--- config.mk ---
export PLATFORM = sky130hd
export DESIGN_NAME = serial_addsub_flat
export DESIGN_NICKNAME = d
export VERILOG_FILES = /design/src/rtl/serial_addsub_pkg.sv /design/src/rtl/serial_addsub_if.sv /design/src/rtl/serial_addsub_digit.sv /design/src/rtl/serial_addsub.sv /design/src/flat_wrapper.sv
export SDC_FILE = /design/constraint.sdc
export NUM_CORES = 1
export LEC_CHECK = 0
export CORE_MARGIN = 10
export CORE_UTILIZATION = 50
export DETAILED_ROUTE_END_ITERATION = 12
export GPL_TIMING_DRIVEN = 1
export PLACE_DENSITY = 0.8
export SETUP_SLACK_MARGIN = 0.3
export SLEW_MARGIN = 40
export SYNTH_ARGS = -nofsm -noshare
export SYNTH_HDL_FRONTEND = slang
export SYNTH_SLANG_ARGS = --single-unit
--- constraint.sdc ---
create_clock -name clk -period 1.8 [get_ports clk]
set_input_delay 0.54 -clock clk [delete_from_list [all_inputs] [get_ports clk]]
set_output_delay 0.54 -clock clk [all_outputs]
set_load 0.05 [all_outputs]
--- src/rtl/serial_addsub_pkg.sv ---
// Shared definitions for the bit-serial adder/subtractor: FSM encoding and
// the counter-width helper.
package serial_addsub_pkg;

  typedef enum logic [1:0] {
    IDLE = 2'd0,
    RUN  = 2'd1,
    DONE = 2'd2
  } state_e;

  // Width of a counter that must hold 0..n-1; never narrower than one bit.
  function automatic int cnt_width(input int n);
    int w;
    w = 32'sd1;
    while ((32'sd1 << w) < n) begin
      w = w + 32'sd1;
    end
    return w;
  endfunction

endpackage : serial_addsub_pkg

--- src/rtl/serial_addsub_if.sv ---
// Request/result bundle of the serial adder/subtractor. The requester owns
// start/sub/a/b; the arithmetic unit owns the result, flags and handshake.
interface serial_addsub_if #(
  parameter int WIDTH = 8
);
  logic             start;
  logic             sub;
  logic [WIDTH-1:0] a;
  logic [WIDTH-1:0] b;
  logic [WIDTH-1:0] c;
  logic             cout;
  logic             ovf;
  logic             busy;
  logic             done;

  modport master (
    output start, sub, a, b,
    input  c, cout, ovf, busy, done
  );

  modport slave (
    input  start, sub, a, b,
    output c, cout, ovf, busy, done
  );
endinterface : serial_addsub_if

--- src/rtl/serial_addsub_digit.sv ---
// Combinational DIGIT-bit ripple adder. Besides the carry out it exposes the
// carry into the most significant bit, so the caller can derive signed
// overflow as the XOR of the two top carries.
module serial_addsub_digit
  import serial_addsub_pkg::*;
#(
  parameter int DIGIT = 1
) (
  input  logic [DIGIT-1:0] x,
  input  logic [DIGIT-1:0] y,
  input  logic             ci,
  output logic [DIGIT-1:0] s,
  output logic             co,
  output logic             cm
);

  logic [DIGIT:0] carry_s;

  // Ripple the carry through the digit, LSB first.
  always_comb begin
    carry_s    = '0;
    s          = '0;
    carry_s[0] = ci;
    for (int i = 0; i < DIGIT; i++) begin
      s[i]         = x[i] ^ y[i] ^ carry_s[i];
      carry_s[i+1] = (x[i] & y[i]) | (x[i] & carry_s[i]) | (y[i] & carry_s[i]);
    end
    co = carry_s[DIGIT];
    cm = carry_s[DIGIT-1];
  end

endmodule : serial_addsub_digit

--- src/rtl/serial_addsub.sv ---
// Parametrised bit-serial adder/subtractor. Operands are latched on an
// accepted start, then consumed DIGIT bits per clock, LSB digit first; the
// result is shifted into c from the top so it lands right-aligned after the
// last digit. Subtraction is a + ~b + 1, the +1 entering as the initial carry.
module serial_addsub
  import serial_addsub_pkg::*;
#(
  parameter int WIDTH = 8,
  parameter int DIGIT = 1
) (
  input  logic           clk,
  input  logic           rst,
  serial_addsub_if.slave bus
);

  localparam int N  = WIDTH / DIGIT;
  localparam int CW = cnt_width(N);
  localparam logic [CW-1:0] CNT_LAST = CW'(N - 1);

  generate
    if ((WIDTH < 2) || (DIGIT < 1) || ((WIDTH % DIGIT) != 0)) begin : g_bad_params
      $error("serial_addsub: WIDTH must be >= 2 and an integer multiple of DIGIT");
    end
  endgenerate

  state_e               state_r, state_nxt_s;
  logic [WIDTH-1:0]     a_r, a_nxt_s;
  logic [WIDTH-1:0]     b_r, b_nxt_s;
  logic [WIDTH-1:0]     c_r, c_nxt_s;
  logic                 carry_r, carry_nxt_s;
  logic [CW-1:0]        cnt_r, cnt_nxt_s;
  logic                 cout_r, cout_nxt_s;
  logic                 ovf_r, ovf_nxt_s;
  logic                 busy_r, busy_nxt_s;
  logic                 done_r, done_nxt_s;

  logic [DIGIT-1:0]     sum_s;
  logic                 co_s;
  logic                 cm_s;
  logic [WIDTH+DIGIT-1:0] cat_s;

  serial_addsub_digit #(
    .DIGIT (DIGIT)
  ) u_digit (
    .x  (a_r[DIGIT-1:0]),
    .y  (b_r[DIGIT-1:0]),
    .ci (carry_r),
    .s  (sum_s),
    .co (co_s),
    .cm (cm_s)
  );

  // New sum digit enters at the top of the result; the rest moves down.
  assign cat_s = {sum_s, c_r};

  // Next-state and datapath update for IDLE -> RUN (N digits) -> DONE -> IDLE.
  always_comb begin
    state_nxt_s = state_r;
    a_nxt_s     = a_r;
    b_nxt_s     = b_r;
    c_nxt_s     = c_r;
    carry_nxt_s = carry_r;
    cnt_nxt_s   = cnt_r;
    cout_nxt_s  = cout_r;
    ovf_nxt_s   = ovf_r;
    busy_nxt_s  = busy_r;
    done_nxt_s  = done_r;
    case (state_r)
      IDLE: begin
        if (bus.start) begin
          a_nxt_s     = bus.a;
          b_nxt_s     = bus.sub ? ~bus.b : bus.b;
          carry_nxt_s = bus.sub;
          cnt_nxt_s   = '0;
          cout_nxt_s  = 1'b0;
          ovf_nxt_s   = 1'b0;
          busy_nxt_s  = 1'b1;
          done_nxt_s  = 1'b0;
          state_nxt_s = RUN;
        end else begin
          state_nxt_s = IDLE;
        end
      end
      RUN: begin
        a_nxt_s     = a_r >> DIGIT;
        b_nxt_s     = b_r >> DIGIT;
        c_nxt_s     = cat_s[WIDTH+DIGIT-1:DIGIT];
        carry_nxt_s = co_s;
        cnt_nxt_s   = cnt_r + CW'(1'b1);
        if (cnt_r == CNT_LAST) begin
          // Sign-rule overflow (equal operand signs, different sum sign)
          // equals the XOR of the carries into and out of the MSB.
          cout_nxt_s  = co_s;
          ovf_nxt_s   = co_s ^ cm_s;
          done_nxt_s  = 1'b1;
          state_nxt_s = DONE;
        end else begin
          state_nxt_s = RUN;
        end
      end
      DONE: begin
        done_nxt_s  = 1'b0;
        busy_nxt_s  = 1'b0;
        state_nxt_s = IDLE;
      end
      default: begin
        done_nxt_s  = 1'b0;
        busy_nxt_s  = 1'b0;
        state_nxt_s = IDLE;
      end
    endcase
  end

  // State, datapath and output registers with asynchronous clear.
  always_ff @(posedge clk or posedge rst) begin
    if (rst) begin
      state_r <= IDLE;
      a_r     <= '0;
      b_r     <= '0;
      c_r     <= '0;
      carry_r <= 1'b0;
      cnt_r   <= '0;
      cout_r  <= 1'b0;
      ovf_r   <= 1'b0;
      busy_r  <= 1'b0;
      done_r  <= 1'b0;
    end else begin
      state_r <= state_nxt_s;
      a_r     <= a_nxt_s;
      b_r     <= b_nxt_s;
      c_r     <= c_nxt_s;
      carry_r <= carry_nxt_s;
      cnt_r   <= cnt_nxt_s;
      cout_r  <= cout_nxt_s;
      ovf_r   <= ovf_nxt_s;
      busy_r  <= busy_nxt_s;
      done_r  <= done_nxt_s;
    end
  end

  assign bus.c    = c_r;
  assign bus.cout = cout_r;
  assign bus.ovf  = ovf_r;
  assign bus.busy = busy_r;
  assign bus.done = done_r;

endmodule : serial_addsub

--- src/flat_wrapper.sv ---
// flat-port wrapper written by rule: the top's interface ports become plain ports
module serial_addsub_flat import serial_addsub_pkg::*;
#(
  parameter int WIDTH = 8,
  parameter int DIGIT = 1
)
  (clk, rst, bus_start, bus_sub, bus_a, bus_b, bus_c, bus_cout, bus_ovf, bus_busy, bus_done);
  serial_addsub_if #(.WIDTH(WIDTH)) bus_i ();
  input  logic clk;
  input  logic rst;
  input wire logic [$bits(bus_i.start)-1:0] bus_start;
  input wire logic [$bits(bus_i.sub)-1:0] bus_sub;
  input wire logic [$bits(bus_i.a)-1:0] bus_a;
  input wire logic [$bits(bus_i.b)-1:0] bus_b;
  output wire logic [$bits(bus_i.c)-1:0] bus_c;
  output wire logic [$bits(bus_i.cout)-1:0] bus_cout;
  output wire logic [$bits(bus_i.ovf)-1:0] bus_ovf;
  output wire logic [$bits(bus_i.busy)-1:0] bus_busy;
  output wire logic [$bits(bus_i.done)-1:0] bus_done;
  assign bus_i.start = bus_start;
  assign bus_i.sub = bus_sub;
  assign bus_i.a = bus_a;
  assign bus_i.b = bus_b;
  assign bus_c = bus_i.c;
  assign bus_cout = bus_i.cout;
  assign bus_ovf = bus_i.ovf;
  assign bus_busy = bus_i.busy;
  assign bus_done = bus_i.done;
  serial_addsub #(.WIDTH(WIDTH), .DIGIT(DIGIT)) u_core (.clk(clk), .rst(rst), .bus(bus_i));
endmodule
==> impl_results.html, run 1 <==
<table>
<tr><th>Metric</th><th>Value</th></tr>
<tr><th colspan="2">Timing</th></tr>
<tr><td>Fraction of the cycle the final worst path needs</td><td>81.6%</td></tr>
<tr><td>Finish-stage setup viols</td><td>0</td></tr>
<tr><td>Worst Tran Pin Value</td><td>around 400 ps</td></tr>
<tr><td>Final Hold Vio Count</td><td>0</td></tr>
<tr><td>Setup repair after global routing missed its margin</td><td>yes</td></tr>
<tr><td>Worst-case headroom to the max-slew limit</td><td>73.0%</td></tr>
<tr><td>F_max</td><td>between 0.6 and 0.7 GHz</td></tr>
<tr><td>Skew final</td><td>just over 5 ps</td></tr>
<tr><td>Final slew viol count</td><td>0</td></tr>
<tr><td>Worst setup margin</td><td>around 330 ps</td></tr>
<tr><td>Final Critical Period</td><td>around 1500 ps</td></tr>
<tr><td>Sum Neg Setup Slack</td><td>0 ps</td></tr>
<tr><th colspan="2">Placement</th></tr>
<tr><td>Buffers on Ports</td><td>31</td></tr>
<tr><td>Pre-CTS setup slack</td><td>-184 ps</td></tr>
<tr><td>Final Wtd Congestion</td><td>between 0.8 and 0.9</td></tr>
<tr><td>Post-detail-place hpwl</td><td>2560 um</td></tr>
<tr><th colspan="2">Run status</th></tr>
<tr><td>Outcome</td><td>completed</td></tr>
<tr><th colspan="2">Synth</th></tr>
<tr><td>Share of flip-flops with an asynchronous set or reset</td><td>100%</td></tr>
<tr><td>Number of different library cells in the post-synthesis netlist</td><td>31</td></tr>
<tr><td>Cell count after synthesis</td><td>between 150 and 200</td></tr>
<tr><td>Share of the synthesized area in compound gates (AO/OA/AOI/OAI)</td><td>between 15 and 20%</td></tr>
<tr><td>Net count after synthesis</td><td>174</td></tr>
<tr><td>Adder and majority gate portion of the synthesized area</td><td>2.86%</td></tr>
<tr><td>Combinational family with the most area after synthesis</td><td>compound AO/OA/AOI/OAI gates</td></tr>
<tr><td>Synthesis warning total</td><td>0</td></tr>
<tr><td>Basic-gate share of the synthesized area counting and, or, nand and nor cells</td><td>between 10% and 20%</td></tr>
<tr><td>Synthesized area divided by synthesized cell count</td><td>10.4 um2</td></tr>
<tr><td>Share of synthesized area spent on multiplexers</td><td>0.715%</td></tr>
<tr><td>Synth area leaders</td><td>sky130_fd_sc_hd__dfrtp_1 (54%), sky130_fd_sc_hd__nand2_1 (7.9%), sky130_fd_sc_hd__xnor2_1 (5.0%)</td></tr>
<tr><td>Flip-flop and latch count after synthesis</td><td>34</td></tr>
<tr><td>Area share of xor/xnor cells in the synthesized design</td><td>approximately 5.0%</td></tr>
<tr><td>Sequential share of the synthesized area</td><td>approximately 54%</td></tr>
<tr><td>Number of enable-type register cells in the synthesized netlist</td><td>0</td></tr>
<tr><td>Area share of the largest cell type after synthesis</td><td>roughly 54%</td></tr>
<tr><td>Cell type with the largest total area after synthesis</td><td>sky130_fd_sc_hd__dfrtp_1</td></tr>
<tr><td>Post-synthesis instance area</td><td>1570 um2</td></tr>
<tr><td>Top FF cell, synth</td><td>sky130_fd_sc_hd__dfrtp_1</td></tr>
<tr><th colspan="2">Global routing</th></tr>
<tr><td>Maximum number of pins on one net before global-route repair</td><td>35</td></tr>
<tr><td>Initial antenna violation count</td><td>0</td></tr>
<tr><td>Global Route Usage Sum</td><td>a little under an eighth</td></tr>
<tr><td>Wire length of the first global-routing pass</td><td>between 5000 and 6000 um</td></tr>
<tr><td>Number of global-route vias before repair</td><td>between 1000 and 1500</td></tr>
<tr><td>Total grt overflow</td><td>0</td></tr>
<tr><th colspan="2">Detailed routing</th></tr>
<tr><td>Number of vias in the routed layout</td><td>~1200</td></tr>
<tr><td>Count of TritonRoute iterations in the first routing pass</td><td>4</td></tr>
<tr><td>Final WL</td><td>between 3000 and 4000 um</td></tr>
<tr><td>Routed vias/inst</td><td>5.18</td></tr>
<tr><td>Antenna viol nets, final</td><td>0</td></tr>
<tr><td>Post-detailed-route DRC marker count</td><td>0</td></tr>
<tr><td>Average wire length per cell after detail routing</td><td>~14 um</td></tr>
<tr><td>1st-iter DRT viols</td><td>63</td></tr>
<tr><th colspan="2">Min path</th></tr>
<tr><td>Classification of the worst-slack hold path</td><td>flip-flop to flip-flop</td></tr>
<tr><th colspan="2">Worst setup path</th></tr>
<tr><td>Setup Crit Path Kind</td><td>flip-flop to output pin</td></tr>
<tr><td>Chain of cells forming the critical path</td><td>buf_12</td></tr>
<tr><td>Combined buffer and inverter count along the critical path</td><td>1</td></tr>
<tr><td>Data arrival time of the critical path</td><td>about 930 ps</td></tr>
<tr><td>Startpoint types</td><td>flip-flop</td></tr>
<tr><td>Crit path max fanout</td><td>2</td></tr>
<tr><td>Delay contributed by the slowest stage of the critical path</td><td>440 ps</td></tr>
<tr><td>Worst EP required</td><td>approximately 1300 ps</td></tr>
<tr><td>Sort of element at the end of the critical path</td><td>output pin</td></tr>
<tr><td>Slowest cell on the critical path</td><td>sky130_fd_sc_hd__dfrtp_1</td></tr>
<tr><td>Kind of cell with the highest combined delay on the critical path</td><td>flip-flops</td></tr>
<tr><th colspan="2">Power</th></tr>
<tr><td>Maximum ir drop on the vdd rail</td><td>1.07 mV</td></tr>
<tr><td>Psw</td><td>0.00152 W</td></tr>
<tr><td>Register share of total power</td><td>35.0%</td></tr>
<tr><td>PwrDens</td><td>~1800 nW/um2</td></tr>
<tr><td>Combinational group share of total power</td><td>~50%</td></tr>
<tr><td>Clk network pwr share</td><td>between 10% and 20%</td></tr>
<tr><td>Int Power</td><td>0.00232 W</td></tr>
<tr><td>Sw Share</td><td>~40%</td></tr>
<tr><td>Static leakage</td><td>0.998 nW</td></tr>
<tr><th colspan="2">Floorplanning</th></tr>
<tr><td>Initial core utilization</td><td>52.0%</td></tr>
<tr><td>Die area</td><td>5790 um2</td></tr>
<tr><td>Number of rows in the core area</td><td>20</td></tr>
<tr><td>Core box area</td><td>3030 um2</td></tr>
<tr><td>Overall die height</td><td>around 76 um</td></tr>
<tr><td>Die Width</td><td>between 70 and 80 um</td></tr>
<tr><td>Number of placed I/O pins</td><td>32</td></tr>
<tr><th colspan="2">Layout</th></tr>
<tr><td>Most frequent cells in the layout</td><td>sky130_fd_sc_hd__dfrtp_1 (34), sky130_fd_sc_hd__nand2_1 (33), sky130_fd_sc_hd__clkdlybuf4s50_1 (18), sky130_fd_sc_hd__buf_4 (16), sky130_fd_sc_hd__buf_12 (11)</td></tr>
<tr><td>Layout overhead on the synthesized area</td><td>38.5%</td></tr>
<tr><td>Layout net count</td><td>217</td></tr>
<tr><td>Most frequent standard cell in the layout excluding fill and tap cells</td><td>sky130_fd_sc_hd__dfrtp_1</td></tr>
<tr><td>Share of layout cells above drive strength 1</td><td>roughly 23%</td></tr>
<tr><td>Number of inserted diodes</td><td>0</td></tr>
<tr><th colspan="2">CTS</th></tr>
<tr><td>TritonCTS clock tree</td><td>done</td></tr>
<tr><td>Htree depth</td><td>2</td></tr>
<tr><td>Deepest clock path buffer count</td><td>2</td></tr>
<tr><td>Later-pin clock latency in the skew report</td><td>330 ps</td></tr>
<tr><td>Clk pin slew, worst setup/hold paths</td><td>100 ps</td></tr>
<tr><td>Cell chosen for the clock root</td><td>sky130_fd_sc_hd__clkbuf_4</td></tr>
<tr><td>Clock sink count</td><td>34</td></tr>
<tr><td>Number of clock buffers inserted by TritonCTS</td><td>5</td></tr>
<tr><td>Total of hold buffers inserted after clock tree synthesis</td><td>0</td></tr>
<tr><th colspan="2">Run</th></tr>
<tr><td>Max cap viols</td><td>0</td></tr>
</table>
-- routing by layer --
| layer | GRT usage [%] | vias to the layer above | wire length [um] | share of wire [%] |
|---|---|---|---|---|
| met5 | 0 | - | 0 | 0 |
| li1 | - | 596 | - | - |
| met1 | 13.7 | 590 | 1500 | 44 |
| met4 | 2.79 | 0 | 6 | 0.17 |
| met2 | 18.3 | 50 | 1670 | 49 |
| met3 | 4.72 | 2 | 257 | 7.5 |
-- synth_stat cells, types with 2 or more instances --
cell type                   n
sky130_fd_sc_hd__a21oi_1    2
sky130_fd_sc_hd__a221o_2    4
sky130_fd_sc_hd__a22o_1     3
sky130_fd_sc_hd__a22oi_1    8
sky130_fd_sc_hd__buf_2      4
sky130_fd_sc_hd__buf_6      3
sky130_fd_sc_hd__clkbuf_1   3
sky130_fd_sc_hd__dfrtp_1   34
sky130_fd_sc_hd__ha_1       2
sky130_fd_sc_hd__inv_1      6
sky130_fd_sc_hd__nand2_1   33
sky130_fd_sc_hd__nand2b_1   3
sky130_fd_sc_hd__nand3b_1   3
sky130_fd_sc_hd__nor2_1     8
sky130_fd_sc_hd__nor2b_1    2
sky130_fd_sc_hd__o211ai_1   2
sky130_fd_sc_hd__o21ai_0    9
sky130_fd_sc_hd__xnor2_1    9
-- power by group through the flow --
stage          Combinational (W)  Clock, W  Sequential, W
2_1_floorplan           0.000808         0        0.00164
3_3_place_gp             0.00179         0        0.00134
3_5_place_dp             0.00187         0        0.00136
4_1_cts                  0.00187  0.000552        0.00136
5_1_grt                  0.00213  0.000577        0.00138
6_report                 0.00196  0.000534        0.00135
-- stage by stage --
| step | cells | utilization [%] | area, um2 | total power (W) | hold slack [ps] |
|---|---|---|---|---|---|
| 3_5_place_dp | 224 | 67.4 | 2040 | 0.00323 | 467 |
| 4_1_cts | 233 | 70.4 | 2130 | 0.00378 | 492 |
| 3_3_place_gp | 224 | 67.4 | 2040 | 0.00313 | 461 |
| 6_report | 239 | 72.0 | 2180 | 0.00385 | 485 |
| 5_1_grt | 239 | 72.0 | 2180 | 0.00409 | 520 |
| 2_1_floorplan | 151 | - | 1570 | 0.00245 | 450 |
-- final cells by class --
type,instances,area (um2)
sequential,34,851
clock buffer,5,37.5
multi-input combinational,101,644
fill,220,848
inverter,6,22.5
timing repair buffer,46,529
tap,44,55.1
clock inverter,3,40.0
-- logic make-up (layout without fill, tap and decap cells) --
logic type	count (synthesis)	after routing
buffers and inverters	17	60
muxes	1	1
adders and majority gates	3	3
AOI/OAI and AO/OA	34	34
and+or+nand+nor	53	54
xor gates and xnor gates	9	9
DFF	34	34
-- what timing repair did --
item                                    4_1_cts  5_1_grt
endpoints found under the hold margin         0        0
gates resized for setup                       3        1
gates cloned                                  1        0
setup buffers                                 0        6
endpoints found under the setup margin       16       10
-- path summary, 6_finish.rpt --
kind / slack (ps) / cells after the start / startpoint / to
max in group asynchronous: 920 / 3 / rst / u_core.state_r[0]
setup / recovery: 330 / 1 / u_core.bus.c[7] / bus_c[7]
min in group asynchronous: 600 / 3 / rst / u_core.a_r[1]
hold / removal: 480 / 2 / u_core.bus.c[0] / u_core.bus.c[0]
hold reg to reg: 480 / 2 / u_core.bus.c[0] / u_core.bus.c[0]
setup reg to reg: 370 / 4 / u_core.carry_r / u_core.bus.ovf
-- flip-flops by register name (all words and copies together), names as in the netlist --
signal           count
u_core.carry_r       1
u_core.cnt_r         3
u_core.bus.c         8
u_core.state_r       2
u_core.a_r           8
u_core.bus.done      1
u_core.bus.ovf       1
u_core.bus.cout      1
u_core.bus.busy      1
u_core.b_r           8
(Power assumes the default switching activity.)
==> run 2, diff against run 1 <==
==> constraint.sdc (replaced) <==
create_clock -name clk -period 1.43 [get_ports clk]
set_input_delay 0.429 -clock clk [delete_from_list [all_inputs] [get_ports clk]]
set_output_delay 0.429 -clock clk [all_outputs]
set_load 0.05 [all_outputs]
==> run 2 against run 1 <==
Net effect:
- the flow now finishes with violations (setup timing)
- utilization grew 23 points
- sequential cell count unchanged
- sequential share of layout area shrank 9.2 points
- first-iteration DRC count rose to 2.7 times the previous value
- worst hold slack lost 82 ps
- critical endpoint is now u_core.bus.ovf
- largest power group unchanged
- clock power increased by 30%
- combinational power increased by 110%
- sequential power grew 35%
- die area is the same
==> impl_results.html, run 2 (same netlist as run 1, synthesis figures left out) <==
<table>
<tr><th>Metric</th><th>Value</th></tr>
<tr><th colspan="2">Power</th></tr>
<tr><td>Int Power</td><td>0.00375 W</td></tr>
<tr><td>Psw</td><td>0.00281 W</td></tr>
<tr><td>Sw Share</td><td>between 40% and 50%</td></tr>
<tr><td>Clk network pwr share</td><td>10.6%</td></tr>
<tr><td>PwrDens</td><td>between 2000 and 2500 nW/um2</td></tr>
<tr><td>Combinational group share of total power</td><td>around 62%</td></tr>
<tr><td>Maximum ir drop on the vdd rail</td><td>1.50 mV</td></tr>
<tr><td>Overall power</td><td>roughly 0.0066 W</td></tr>
<tr><td>Static leakage</td><td>around 1.4 nW</td></tr>
<tr><td>Register share of total power</td><td>27.7%</td></tr>
<tr><th colspan="2">Global routing</th></tr>
<tr><td>Initial antenna violation count</td><td>0</td></tr>
<tr><td>Number of global-route vias before repair</td><td>around 1600</td></tr>
<tr><td>Maximum number of pins on one net before global-route repair</td><td>14</td></tr>
<tr><td>Global Route Usage Sum</td><td>17.3%</td></tr>
<tr><td>Wire length of the first global-routing pass</td><td>8010 um</td></tr>
<tr><td>Total grt overflow</td><td>0</td></tr>
<tr><th colspan="2">Worst setup path</th></tr>
<tr><td>Sort of element at the end of the critical path</td><td>flip-flop</td></tr>
<tr><td>Worst EP required</td><td>roughly 1700 ps</td></tr>
<tr><td>Crit path max fanout</td><td>3</td></tr>
<tr><td>Startpoint types</td><td>flip-flop</td></tr>
<tr><td>Data arrival time of the critical path</td><td>1700 ps</td></tr>
<tr><td>Setup Crit Path Kind</td><td>flip-flop to flip-flop</td></tr>
<tr><td>Register-to-register setup slack</td><td>-40 ps</td></tr>
<tr><th colspan="2">Timing</th></tr>
<tr><td>Final Hold Vio Count</td><td>0</td></tr>
<tr><td>Worst-case headroom to the max-slew limit</td><td>75.5%</td></tr>
<tr><td>Final Critical Period</td><td>between 1000 and 1500 ps</td></tr>
<tr><td>Final slew viol count</td><td>0</td></tr>
<tr><td>Worst Tran Pin Value</td><td>between 300 and 400 ps</td></tr>
<tr><td>Worst setup margin</td><td>-39.0 ps</td></tr>
<tr><td>Setup repair after global routing missed its margin</td><td>yes</td></tr>
<tr><td>Fraction of the cycle the final worst path needs</td><td>103%</td></tr>
<tr><td>Finish-stage setup viols</td><td>1</td></tr>
<tr><td>Skew final</td><td>between 8 and 9 ps</td></tr>
<tr><td>F_max</td><td>0.681 GHz</td></tr>
<tr><th colspan="2">Placement</th></tr>
<tr><td>Buffers on Ports</td><td>31</td></tr>
<tr><td>Placed Area</td><td>between 2000 and 2500 um2</td></tr>
<tr><td>Pre-CTS setup slack</td><td>-387 ps</td></tr>
<tr><td>Post-detail-place hpwl</td><td>2860 um</td></tr>
<tr><td>Final Wtd Congestion</td><td>between 0.8 and 0.9</td></tr>
<tr><td># placed instances</td><td>approximately 230</td></tr>
<tr><th colspan="2">Detailed routing</th></tr>
<tr><td>Antenna viol nets, final</td><td>0</td></tr>
<tr><td>Count of TritonRoute iterations in the first routing pass</td><td>4</td></tr>
<tr><td>Post-detailed-route DRC marker count</td><td>0</td></tr>
<tr><td>1st-iter DRT viols</td><td>between 150 and 200</td></tr>
<tr><td>Final WL</td><td>approximately 6600 um</td></tr>
<tr><td>Number of vias in the routed layout</td><td>1613</td></tr>
<tr><td>Routed vias/inst</td><td>5.82</td></tr>
<tr><td>Average wire length per cell after detail routing</td><td>24.0 um</td></tr>
<tr><th colspan="2">Layout</th></tr>
<tr><td>Share of layout cells above drive strength 1</td><td>about three fifths</td></tr>
<tr><td>Layout filler cell count</td><td>between 70 and 80</td></tr>
<tr><td>Most frequent cells in the layout</td><td>sky130_fd_sc_hd__buf_4 (32), sky130_fd_sc_hd__dfrtp_1 (32), sky130_fd_sc_hd__clkdlybuf4s50_1 (17), sky130_fd_sc_hd__buf_12 (15)</td></tr>
<tr><td>Flip-flop and latch area</td><td>853 um2</td></tr>
<tr><td>Post-Route Utilization</td><td>a little over nine tenths</td></tr>
<tr><td>Multi-input gate area</td><td>917 um2</td></tr>
<tr><td>Number of inserted diodes</td><td>0</td></tr>
<tr><td>Number of cells in the finished layout apart from fillers</td><td>approximately 280</td></tr>
<tr><td>Layout net count</td><td>255</td></tr>
<tr><td>Layout overhead on the synthesized area</td><td>82.0%</td></tr>
<tr><td>Summed area of non-filler cells in the final layout</td><td>2860 um2</td></tr>
<tr><th colspan="2">Floorplanning</th></tr>
<tr><td>Die area</td><td>between 5000 and 6000 um2</td></tr>
<tr><td>Die Width</td><td>76.1 um</td></tr>
<tr><td>Number of placed I/O pins</td><td>32</td></tr>
<tr><td>Initial core utilization</td><td>between 50% and 60%</td></tr>
<tr><td>Number of rows in the core area</td><td>20</td></tr>
<tr><td>Overall die height</td><td>76.1 um</td></tr>
<tr><td>Core box area</td><td>about 3000 um2</td></tr>
<tr><th colspan="2">CTS</th></tr>
<tr><td>Total of hold buffers inserted after clock tree synthesis</td><td>0</td></tr>
<tr><td>Clk pin slew, worst setup/hold paths</td><td>between 100 and 150 ps</td></tr>
<tr><td>Deepest clock path buffer count</td><td>2</td></tr>
<tr><td>Number of clock buffers inserted by TritonCTS</td><td>5</td></tr>
<tr><td>Later-pin clock latency in the skew report</td><td>between 300 and 400 ps</td></tr>
<tr><td>Cell chosen for the clock root</td><td>sky130_fd_sc_hd__clkbuf_4</td></tr>
<tr><td>Clock sink count</td><td>34</td></tr>
<tr><td>TritonCTS clock tree</td><td>done</td></tr>
<tr><td>Htree depth</td><td>2</td></tr>
<tr><th colspan="2">Run status</th></tr>
<tr><td>Outcome</td><td>complete, but fails checks</td></tr>
<tr><td>Failing checks</td><td>setup timing</td></tr>
<tr><th colspan="2">Min path</th></tr>
<tr><td>Classification of the worst-slack hold path</td><td>primary input to async pin</td></tr>
<tr><th colspan="2">Run</th></tr>
<tr><td>Max cap viols</td><td>0</td></tr>
</table>
==> run 2: power by group through the flow <==
stage	registers, W	clock network [W]	logic (W)
floorplan	0.00208	0	0.00107
global placement	0.00170	0	0.00242
detailed placement	0.00173	0	0.00253
CTS	0.00170	0.000673	0.00312
global route	0.00185	0.000736	0.00425
finish	0.00182	0.000696	0.00404
==> run 2: what timing repair did <==
action | 4_1_cts | 5_1_grt
pin swaps | 17 | 22
gates resized for setup | 43 | 60
cloned | 1 | 1
endpoints found under the setup margin | 45 | 45
buffers inserted | 21 | 14
==> run 2: metal layers <==
metal,vias up,wire length [um],GRT usage (%)
li1,678,-,-
met1,801,2480,17.9
met2,102,3310,30.0
met3,32,509,6.96
met4,0,343,7.99
met5,-,0,0
==> run 2: final timing paths <==
| path | end | from | cells after the start |
|---|---|---|---|
| hold reg to reg | u_core.b_r[7] | u_core.b_r[7] | 2 |
| setup reg to reg | u_core.bus.ovf | u_core.a_r[0] | 4 |
| setup / recovery | u_core.bus.ovf | u_core.a_r[0] | 4 |
| max in group asynchronous | u_core.b_r[4] | rst | 3 |
| hold / removal | u_core.state_r[1] | rst | 2 |
| min in group clk | u_core.b_r[7] | u_core.b_r[7] | 2 |
==> run 2: cell type report <==
| cell class | instances | share of cell area [%] |
|---|---|---|
| clock buffers | 8 | 2.75 |
| inverters | 6 | 1.00 |
| multi-input cells | 102 | 32.0 |
| flip-flops and latches | 34 | 29.8 |
| well taps | 44 | 1.92 |
| repair buffers | 83 | 32.5 |
==> run 2: through the flow <==
stage | setup TNS, ps | hold slack (ps)
after global placement | -5180 | 461
after detailed placement | -6650 | 475
final | -39.0 | 403
after floorplan | 0 | 370
after CTS | 0 | 403
after global routing | -59.7 | 412
==> run 2: worst max-delay path: stages, from the launching register on <==
cell and delay [ps]:
sky130_fd_sc_hd__dfrtp_1 370, sky130_fd_sc_hd__inv_2 60, sky130_fd_sc_hd__fa_2 430, sky130_fd_sc_hd__xnor2_1 160
sky130_fd_sc_hd__a221o_1 330
==> run 3, diff against run 2 <==
--- a/config.mk
+++ b/config.mk
@@ -6,10 +6,11 @@
 export NUM_CORES = 1
 export LEC_CHECK = 0
 export CORE_MARGIN = 10
-export CORE_UTILIZATION = 50
+export CORE_UTILIZATION = 55
 export DETAILED_ROUTE_END_ITERATION = 12
+export DONT_BUFFER_PORTS = 1
 export GPL_TIMING_DRIVEN = 1
-export PLACE_DENSITY = 0.8
+export PLACE_DENSITY = 0.72
 export SETUP_SLACK_MARGIN = 0.3
 export SLEW_MARGIN = 40
 export SYNTH_ARGS = -nofsm -noshare
==> run 3 against run 2 <==
Net effect:
- the run now ends clean
- clock power fell by 20%
- sequential power up 16%
- critical path type unchanged
- non-clock buffer count shrank 53
- critical endpoint unchanged
- worst hold slack worse by 200 ps
- largest power group is now registers
- highest routed layer unchanged
- first-iteration DRC count is 50% lower
==> impl_results.html, run 3 (same netlist as run 1, synthesis figures left out) <==
<table>
<tr><th>Metric</th><th>Value</th></tr>
<tr><th colspan="2">Run status</th></tr>
<tr><td>Outcome</td><td>completed</td></tr>
<tr><th colspan="2">Floorplanning</th></tr>
<tr><td>Number of placed I/O pins</td><td>32</td></tr>
<tr><td>Initial core utilization</td><td>about 57%</td></tr>
<tr><td>Die area</td><td>roughly 5400 um2</td></tr>
<tr><td>Die Width</td><td>roughly 73 um</td></tr>
<tr><td>Number of rows in the core area</td><td>19</td></tr>
<tr><td>Core box area</td><td>~2800 um2</td></tr>
<tr><td>Overall die height</td><td>between 70 and 80 um</td></tr>
<tr><th colspan="2">Layout</th></tr>
<tr><td>Number of inserted diodes</td><td>0</td></tr>
<tr><td>Layout overhead on the synthesized area</td><td>31.2%</td></tr>
<tr><td>Share of layout cells above drive strength 1</td><td>50.0%</td></tr>
<tr><td>Most frequent cells in the layout</td><td>sky130_fd_sc_hd__nand2_1 (25), sky130_fd_sc_hd__dfrtp_1 (22), sky130_fd_sc_hd__buf_4 (16), sky130_fd_sc_hd__buf_6 (12), sky130_fd_sc_hd__dfrtp_2 (12)</td></tr>
<tr><td>Layout net count</td><td>202</td></tr>
<tr><td>Most frequent standard cell in the layout excluding fill and tap cells</td><td>sky130_fd_sc_hd__nand2_1</td></tr>
<tr><th colspan="2">Timing</th></tr>
<tr><td>Final slew viol count</td><td>0</td></tr>
<tr><td>Fraction of the cycle the final worst path needs</td><td>a little over nine tenths</td></tr>
<tr><td>Skew final</td><td>7.39 ps</td></tr>
<tr><td>Final Critical Period</td><td>roughly 1300 ps</td></tr>
<tr><td>Setup repair after global routing missed its margin</td><td>yes</td></tr>
<tr><td>Worst-case headroom to the max-slew limit</td><td>roughly 73%</td></tr>
<tr><td>Final Hold Vio Count</td><td>0</td></tr>
<tr><td>F_max</td><td>between 0.7 and 0.8 GHz</td></tr>
<tr><td>Sum Neg Setup Slack</td><td>0 ps</td></tr>
<tr><td>Worst Tran Pin Value</td><td>401 ps</td></tr>
<tr><td>Finish-stage setup viols</td><td>0</td></tr>
<tr><th colspan="2">Power</th></tr>
<tr><td>Static leakage</td><td>0.932 nW</td></tr>
<tr><td>PwrDens</td><td>~2300 nW/um2</td></tr>
<tr><td>Overall power</td><td>about 0.0047 W</td></tr>
<tr><td>Maximum ir drop on the vdd rail</td><td>between 1.5 and 2 mV</td></tr>
<tr><th colspan="2">Global routing</th></tr>
<tr><td>Global Route Usage Sum</td><td>between 10 and 15%</td></tr>
<tr><td>Total grt overflow</td><td>0</td></tr>
<tr><td>Initial antenna violation count</td><td>0</td></tr>
<tr><td>Maximum number of pins on one net before global-route repair</td><td>19</td></tr>
<tr><td>Number of global-route vias before repair</td><td>1273</td></tr>
<tr><td>Wire length of the first global-routing pass</td><td>between 6000 and 7000 um</td></tr>
<tr><th colspan="2">Worst setup path</th></tr>
<tr><td>Setup Crit Path Kind</td><td>flip-flop to flip-flop</td></tr>
<tr><td>FF-to-FF path depth</td><td>4</td></tr>
<tr><td>Slowest cell on the critical path</td><td>sky130_fd_sc_hd__dfrtp_1</td></tr>
<tr><td>Chain of cells forming the critical path</td><td>ha_2, ha_4, and2_4, a221o_1</td></tr>
<tr><td>Kind of cell with the highest combined delay on the critical path</td><td>flip-flops</td></tr>
<tr><td>Sort of element at the end of the critical path</td><td>flip-flop</td></tr>
<tr><td>Crit path max fanout</td><td>4</td></tr>
<tr><td>Reg-to-Reg End</td><td>u_core.bus.ovf</td></tr>
<tr><td>Worst EP required</td><td>roughly 1700 ps</td></tr>
<tr><td>Data arrival time of the critical path</td><td>about 1600 ps</td></tr>
<tr><td>Startpoint of the worst-slack reg-to-reg timing path</td><td>u_core.cnt_r[0]</td></tr>
<tr><td>Combined buffer and inverter count along the critical path</td><td>0</td></tr>
<tr><td>Register-to-register setup slack</td><td>approximately 91 ps</td></tr>
<tr><td>Startpoint types</td><td>flip-flop</td></tr>
<tr><td>Delay contributed by the slowest stage of the critical path</td><td>around 400 ps</td></tr>
<tr><th colspan="2">Detailed routing</th></tr>
<tr><td>Total length of routed met2 wires</td><td>1850 um</td></tr>
<tr><td>Average wire length per cell after detail routing</td><td>around 18 um</td></tr>
<tr><td>Routed length on met1</td><td>1560 um</td></tr>
<tr><td>Met3 wirelength from detailed routing</td><td>about 340 um</td></tr>
<tr><td>Count of TritonRoute iterations in the first routing pass</td><td>4</td></tr>
<tr><td>Antenna viol nets, final</td><td>0</td></tr>
<tr><td>Uppermost layer routed</td><td>met4</td></tr>
<tr><td>Routed vias/inst</td><td>5.82</td></tr>
<tr><td>Final WL</td><td>3810 um</td></tr>
<tr><td>1st-iter DRT viols</td><td>84</td></tr>
<tr><td>Post-detailed-route DRC marker count</td><td>0</td></tr>
<tr><td>Number of vias in the routed layout</td><td>about 1200</td></tr>
<tr><th colspan="2">Min path</th></tr>
<tr><td>Endpoint, Worst Hold</td><td>u_core.a_r[7]</td></tr>
<tr><td>Classification of the worst-slack hold path</td><td>primary input to flip-flop</td></tr>
<tr><td>Startpoint of the most critical hold path</td><td>bus_a[7]</td></tr>
<tr><td>Cell depth of the worst hold path</td><td>2</td></tr>
<tr><th colspan="2">CTS</th></tr>
<tr><td>Number of clock buffers inserted by TritonCTS</td><td>5</td></tr>
<tr><td>TritonCTS clock tree</td><td>done</td></tr>
<tr><td>Cell chosen for the clock root</td><td>sky130_fd_sc_hd__clkbuf_4</td></tr>
<tr><td>Clock sink count</td><td>34</td></tr>
<tr><td>Clk pin slew, worst setup/hold paths</td><td>around 100 ps</td></tr>
<tr><td>Later-pin clock latency in the skew report</td><td>about 340 ps</td></tr>
<tr><td>Htree depth</td><td>2</td></tr>
<tr><td>Deepest clock path buffer count</td><td>2</td></tr>
<tr><th colspan="2">Placement</th></tr>
<tr><td>Final Wtd Congestion</td><td>about 0.82</td></tr>
<tr><td>Buffers on Ports</td><td>0</td></tr>
<tr><td>Post-detail-place hpwl</td><td>around 2500 um</td></tr>
<tr><th colspan="2">Run</th></tr>
<tr><td>Max cap viols</td><td>0</td></tr>
</table>
[run 3: cell types whose count changed in the layout (fill, tap and decap cells not counted), sizes merged]
cell,previous run,this run
dlygate4sd2,2,0
dlygate4sd3,0,1
o21bai,1,2
clkbuf,8,7
clkdlybuf4s50,17,0
clkinv,0,1
buf,64,29
nand2b,4,3
[run 3: how the worst max path moves through the flow]
stage,end,cells after the start,from
6_report,u_core.bus.ovf,4,u_core.cnt_r[0]
3_5_place_dp,u_core.a_r[4],5,u_core.state_r[0]
2_1_floorplan,u_core.bus.ovf,4,u_core.carry_r
3_3_place_gp,u_core.b_r[5],3,u_core.state_r[1]
4_1_cts,u_core.bus.ovf,4,u_core.a_r[0]
5_1_grt,u_core.bus.ovf,4,u_core.cnt_r[0]
[run 3: power breakdown]
part,leakage (nW),switching (W),total [W],internal [W]
sequential,0.419,0.000744,0.00212,0.00138
clock,0.0353,0.000316,0.000554,0.000238
combinational,0.477,0.000993,0.00205,0.00106
total,0.932,0.00205,0.00473,0.00268
[run 3: routing by layer]
metal	global-route usage (%)	up-vias
met1	17.5	597
li1	-	576
met4	5.18	0
met5	0	-
met3	7.13	6
met2	22.7	48
[run 3: final cells by class]
class / instances / area, um2
Sequential cell: 34 / 866
Fill cell: 191 / 693
Clock buffer: 7 / 55.1
Multi-Input combinational cell: 102 / 788
Tap cell: 31 / 38.8
Clock inverter: 1 / 5.00
Inverter: 6 / 26.3
Timing Repair Buffer: 30 / 285
[run 3: worst reg2reg max path, delay by kind of cell (launching register included)]
| kind | cells | cell delay [ps] |
|---|---|---|
| flops | 1 | 400 |
| compound gates | 1 | 310 |
| fa+ha+maj | 2 | 380 |
| simple gates | 1 | 150 |
[run 3: timing repair]
action	in CTS	in global routing
endpoints found under the hold margin	16	0
gates cloned	2	0
resized for setup	49	16
buffers inserted	13	3
pin swaps	20	5
setup endpoints to repair	43	45
hold buffers	1	0
[run 3: per-stage QoR]
| step | util [%] | setup slack, ps | hold slack (ps) | std cells | cell area (um2) |
|---|---|---|---|---|---|
| 2_1_floorplan | - | 146 | 370 | 151 | 1610 |
| 3_3_place_gp | 61.0 | 95.4 | 309 | 184 | 1680 |
| 3_5_place_dp | 61.0 | 51.5 | 311 | 184 | 1680 |
| 4_1_cts | 72.2 | 97.6 | 207 | 208 | 1990 |
| 5_1_grt | 74.9 | 34.5 | 188 | 211 | 2060 |
| 6_report | 74.9 | 90.7 | 204 | 211 | 2060 |
